<file path="src/rtl/addr_map_lookup_ctrl.sv">
// Runtime-programmable address-map controller with a double-buffered rule table.
// The shadow bank takes configuration writes. The active bank serves lookups
// through a one-deep registered valid/ready stage. A commit swaps shadow into
// active once in-flight results have drained.

package addr_map_rule_pkg;
  typedef struct packed {
    logic [31:0] idx;
    logic [31:0] start_addr;
    logic [31:0] end_addr;
  } addr_map_rule_t;
endpackage

module addr_map_lookup_ctrl
  import addr_map_rule_pkg::*;
#(
  parameter int unsigned NUM_RULES   = 4,
  parameter logic [31:0] DEFAULT_IDX = 32'h0,
  parameter int unsigned SLOT_W      = (NUM_RULES > 1) ? $clog2(NUM_RULES) : 1
) (
  input  logic              clk_i,
  input  logic              rst_ni,
  input  logic              cfg_we_i,
  input  logic [SLOT_W-1:0] cfg_slot_i,
  input  addr_map_rule_t    cfg_rule_i,
  input  logic              cfg_en_i,
  input  logic              commit_req_i,
  output logic              commit_ack_o,
  output logic              busy_o,
  input  logic              lookup_valid_i,
  output logic              lookup_ready_o,
  input  logic [31:0]       lookup_addr_i,
  output logic              result_valid_o,
  input  logic              result_ready_i,
  output logic [31:0]       result_idx_o,
  output logic              result_hit_o,
  output logic              result_multi_o
);

  typedef enum logic [1:0] {
    IDLE,
    DRAIN,
    SWAP
  } state_t;

  state_t state_q, state_d;

  addr_map_rule_t       sh_rule  [NUM_RULES];
  logic [NUM_RULES-1:0] sh_en;
  addr_map_rule_t       act_rule [NUM_RULES];
  logic [NUM_RULES-1:0] act_en;

  logic        match_hit;
  logic        match_multi;
  logic [31:0] match_idx;
  logic        lookup_accept;

  assign lookup_accept = lookup_valid_i && lookup_ready_o;

  // Shadow bank: written in any state. Slot numbers beyond NUM_RULES match no entry and are dropped.
  always_ff @(posedge clk_i or negedge rst_ni) begin
    if (!rst_ni) begin
      for (int unsigned i = 0; i < NUM_RULES; i++) begin
        sh_rule[i] <= '0;
      end
      sh_en <= '0;
    end else if (cfg_we_i) begin
      for (int unsigned i = 0; i < NUM_RULES; i++) begin
        if (cfg_slot_i == SLOT_W'(i)) begin
          sh_rule[i] <= cfg_rule_i;
          sh_en[i]   <= cfg_en_i;
        end
      end
    end
  end

  // Active bank: copies the shadow as it stood before any same-cycle write.
  always_ff @(posedge clk_i or negedge rst_ni) begin
    if (!rst_ni) begin
      for (int unsigned i = 0; i < NUM_RULES; i++) begin
        act_rule[i] <= '0;
      end
      act_en <= '0;
    end else if (state_q == SWAP) begin
      act_rule <= sh_rule;
      act_en   <= sh_en;
    end
  end

  // Decode the lookup address against the active bank. The lowest matching slot wins, and any further match flags an overlap.
  always_comb begin
    match_hit   = 1'b0;
    match_multi = 1'b0;
    match_idx   = DEFAULT_IDX;
    for (int unsigned i = 0; i < NUM_RULES; i++) begin
      if (act_en[i] &&
          (lookup_addr_i >= act_rule[i].start_addr) &&
          (lookup_addr_i <  act_rule[i].end_addr)) begin
        if (!match_hit) begin
          match_idx = act_rule[i].idx;
        end else begin
          match_multi = 1'b1;
        end
        match_hit = 1'b1;
      end
    end
  end

  // Result register: loads on accept, clears on consume, and holds while stalled.
  always_ff @(posedge clk_i or negedge rst_ni) begin
    if (!rst_ni) begin
      result_valid_o <= 1'b0;
      result_idx_o   <= '0;
      result_hit_o   <= 1'b0;
      result_multi_o <= 1'b0;
    end else if (lookup_accept) begin
      result_valid_o <= 1'b1;
      result_idx_o   <= match_idx;
      result_hit_o   <= match_hit;
      result_multi_o <= match_multi;
    end else if (result_ready_i) begin
      result_valid_o <= 1'b0;
    end
  end

  // Commit FSM state register.
  always_ff @(posedge clk_i or negedge rst_ni) begin
    if (!rst_ni) begin
      state_q <= IDLE;
    end else begin
      state_q <= state_d;
    end
  end

  // Commit FSM next state. Requests seen outside IDLE are dropped.
  always_comb begin
    state_d = state_q;
    unique case (state_q)
      IDLE:    if (commit_req_i) state_d = DRAIN;
      DRAIN:   if (!result_valid_o || result_ready_i) state_d = SWAP;
      SWAP:    state_d = IDLE;
      default: state_d = IDLE;
    endcase
  end

  // Outputs: ack and busy decode the registered state only. Ready also follows result_ready_i, so streaming runs without bubbles.
  always_comb begin
    commit_ack_o   = (state_q == SWAP);
    busy_o         = (state_q != IDLE);
    lookup_ready_o = (state_q == IDLE) && (!result_valid_o || result_ready_i);
  end

endmodule
</file>
<file path="config.mk">
export PLATFORM = sky130hd
export DESIGN_NAME = addr_map_lookup_ctrl
export DESIGN_NICKNAME = d
export VERILOG_FILES = /design/src/rtl/addr_map_lookup_ctrl.sv
export SDC_FILE = /design/constraint.sdc
export NUM_CORES = 1
export LEC_CHECK = 0
export ABC_AREA = 1
export CAP_MARGIN = 20
export CORE_ASPECT_RATIO = 1.25
export CORE_MARGIN = 5
export CORE_UTILIZATION = 35
export DETAILED_ROUTE_END_ITERATION = 16
export GPL_ROUTABILITY_DRIVEN = 0
export PLACE_DENSITY = 0.6
export SETUP_SLACK_MARGIN = 0.3
export SLEW_MARGIN = 10
export SYNTH_ARGS = -nofsm -noshare
export SYNTH_HDL_FRONTEND = slang
export SYNTH_SLANG_ARGS = --single-unit
</file>
<file path="constraint.sdc">
create_clock -name clk_i -period 1.95 [get_ports clk_i]
set_input_delay 0.2925 -clock clk_i [delete_from_list [all_inputs] [get_ports clk_i]]
set_output_delay 0.2925 -clock clk_i [all_outputs]
set_load 0.01 [all_outputs]
</file>
==> results by group <==
Cells and area
  • Fin util: between 40% and 50%
  • Non-filler cells, final: 6337
  • NumNets Final: ~5200
  • Commonest non-fill, non-tap cell in the layout: nand2_1
  • Layout cells sized above 1: between 20% and 30%
  • Commonest cells after routing, fill and taps aside: nand2_1 (1230), dfrtp_1 (810), o21ai_0 (577)
  • Layout Area Growth over Synthesis: 36.3%
  • Final Instance Area: 0.0510 mm^2
  • Inserted Diodes: 0

Routing
  • DR DRC count: 0
  • DRT iter0 DRCs: roughly 2100
  • Drt wl/cell: around 18 um
  • Drt pass-1 iters: 6
  • Antenna violation net count after detailed routing: 0
  • Via/cell ratio: between 4 and 5
  • WL final: roughly 110000 um
  • Vias: 30441

STA
  • Slew at the pin closest to its max-slew limit: 0.483 ns
  • Max-slew violation count: 0
  • Setup TNS: -20.98 ns
  • Hold Vio Cnt, Final: 0
  • Fmax: between 300 and 400 MHz
  • Final setup margin: -0.686 ns
  • Crit path time final: between 2 and 3 ns
  • Tcrit/Tclk final: 135%
  • Final Setup Violations: 35
  • RSZ-0062 raised after global routing: true
  • Relative slew slack: about two thirds
  • Worst clock skew: about 0.038 ns

Global routing
  • Number of global-route vias before repair: around 30000
  • Total track usage: a little under a fifth
  • GRT Residual Overflow: 0
  • First-pass GRT wire length: 164000 um
  • Largest net degree at the start of global routing: slightly below 80
  • Initial antenna violation count: 2

Clock network
  • Max Root-Sink Buffers: 3
  • CTS tree: built
  • Clock Latency Late Sink: 0.68 ns
  • Worst-path clk slew: roughly 0.060 ns
  • CTS Buf Count: 87
  • Clock sink total: slightly above 800
  • Number of H-tree levels: 3
  • Clk root buf: clkbuf_16

Critical path
  • Critical-path top delay cell: dfrtp_1
  • Most frequent CP cell: nand2_4
  • Setup CP Type: register to register
  • Crit path max fanout: 8
  • CP arrival: about 3.2 ns
  • Worst setup SP type: register
  • Critical path capture point type: register
  • Critical Path RT: approximately 2.5 ns
  • Critical Path Start: act_rule[343]$_DFFE_PN0P_
  • Critical R2R Launch: act_rule[343]$_DFFE_PN0P_
  • Worst path cell trace: inv_2 > ha_4 > nand2_4 > nor2_4 > nand4_1 > nor3_2 > buf_4 > nand2_4 > nand2_4 > nand3_4 > nand2_4 > buf_6 > nor2_4 > buf_12 > clkbuf_16 > nand2_1 > nand3_2 > nand2_1 > nand2_1
  • Max stage delay on crit path: between 0.3 and 0.4 ns

Synthesis
  • Synth warn: 0
  • Share of flip-flops with an asynchronous set or reset: between 90% and 100%
  • Post-Synthesis Mean Instance Area: 8.72 um^2
  • Mapped Area: between 0.03 and 0.04 mm^2
  • Post-Syn Instances: 4288
  • Register area share after synthesis: between 50% and 60%
  • FF+latch count, synth: 813
  • Number of distinct library cells after synthesis: 39
  • Synth Net Count: 4677
  • EDFF count, synth: 0
  • Ys flop type: dfrtp_1

Power and ir drop
  • Peak VDD IR: 0.000844 V
  • Power after layout: slightly above 0.07 W
  • Cell Pwr Density: 1410 mW/mm^2
  • Static leakage: between 20 and 30 nW

Worst hold path
  • Worst hold path class: primary input to asynchronous set/reset pin

Placed design
  • DPL Wire Length: roughly 70000 um
  • Placed cell area: about 0.043 mm^2
  • Placed insts: 6022
  • I/O Buffers: ~170

Floorplan
  • I/O Pins: 175
  • Initial Util: a little over a third
  • Row cnt: between 100 and 150
  • Core area: roughly 0.11 mm^2
  • Die X: 302 um
  • Die area: 0.114 mm^2
  • Die Ht: around 380 um

Flow run
  • Max Cap Violations: 0

Status
  • Status: finished, violations left
  • Failing checks: negative setup slack
-- final timing paths --
check | end | slack, ns | depth (start not counted)
setup / recovery | result_idx_o[9]$_DFFE_PN0P_ | -0.69 | 19
hold / removal | sh_rule[13]$_DFFE_PN0P_ | 0.13 | 2
setup reg to reg | result_idx_o[9]$_DFFE_PN0P_ | -0.69 | 19
hold reg to reg | act_rule[282]$_DFFE_PN0P_ | 0.45 | 2
max in group asynchronous | act_rule[315]$_DFFE_PN0P_ | 0.90 | 4
min in group clk_i | state_q[0]$_DFFE_PN0P_ | 0.20 | 3
-- through the flow --
stage | setup slack (ns) | hold WS (ns)
after floorplan | -0.121 | -0.00309
after global placement | -1.36 | 0.230
after detailed placement | -1.45 | 0.220
after CTS | -0.593 | 0.108
after global routing | -0.800 | 0.130
final | -0.686 | 0.129
-- logic make-up after synthesis --
kind of cell | after synthesis | share of synthesized area [%]
DFF | 813 | 54.4
adders and majority gates | 252 | 8.43
and+or+nand+nor | 1666 | 18.4
buffers and inverters | 712 | 7.33
AOI/OAI and AO/OA | 845 | 11.5
-- synth_stat cells (2+ instances only) --
library cell / n / area (um^2)
nand4_1: 49 / 307
nand2_1: 1399 / 5250
ha_1: 252 / 3150
a21oi_1: 114 / 571
dfrtp_1: 813 / 20300
nor4_1: 7 / 43.8
nand3_1: 80 / 400
clkbuf_1: 178 / 668
a21o_1: 2 / 15.0
clkinv_1: 2 / 7.51
nand3_2: 40 / 400
o21a_1: 11 / 82.6
nand2_2: 2 / 12.5
buf_6: 6 / 67.6
buf_4: 3 / 22.5
nor2_4: 4 / 45.0
buf_1: 5 / 18.8
a211oi_1: 2 / 15.0
nand2_4: 2 / 22.5
and2_1: 2 / 12.5
o21ai_1: 3 / 15.0
o21bai_1: 5 / 37.5
o21ai_0: 705 / 3530
buf_2: 10 / 50.1
nor2_1: 64 / 240
nand3b_1: 3 / 22.5
inv_1: 507 / 1900
nor3_1: 7 / 35.0
-- worst max-delay path: cells and delay by family, from the launching register on --
kind	cells	cell delay, ns
fa+ha+maj	1	0.27
simple gates	13	1.25
buf+inv	5	0.67
flops	1	0.33
-- metal layers --
layer | wire [um] | GRT usage [%] | share of wire [%]
met1 | 47400 | 23.1 | 41
met2 | 58800 | 31.5 | 51
met3 | 4680 | 2.24 | 4.1
met4 | 3840 | 6.28 | 3.3
met5 | 26 | 0 | 0.023
-- layout make-up --
cell class                 count  area (um^2)
timing repair buffer         662         7960
fill                        9841        55500
clock inverter                41          642
tap                         1428         1790
inverter                     510         1940
sequential                   813        20300
multi-input combinational   2763        15800
clock buffer                 120         2520
-- report_power, final --
group | total [W] | switching (W) | internal (W)
Clock | 0.0180 | 0.00736 | 0.0106
Sequential | 0.0241 | 0.00230 | 0.0218
Combinational | 0.0299 | 0.0158 | 0.0140
-- flip-flops by register name, indices dropped and copies added (netlist names) --
register	count
act_rule	384
state_q	2
result_hit_o	1
result_valid_o	1
act_en	4
sh_en	4
sh_rule	384
result_idx_o	32
result_multi_o	1
-- repair_timing --
action | CTS | global route
buffers inserted | 38 | 26
setup endpoints to repair | 106 | 327
resized for setup | 292 | 451
cloned | 11 | 78
endpoints found under the hold margin | 543 | 0
pin swaps | 24 | 53
hold buffers | 1 | 0
Power figures use the tool's default switching activity.
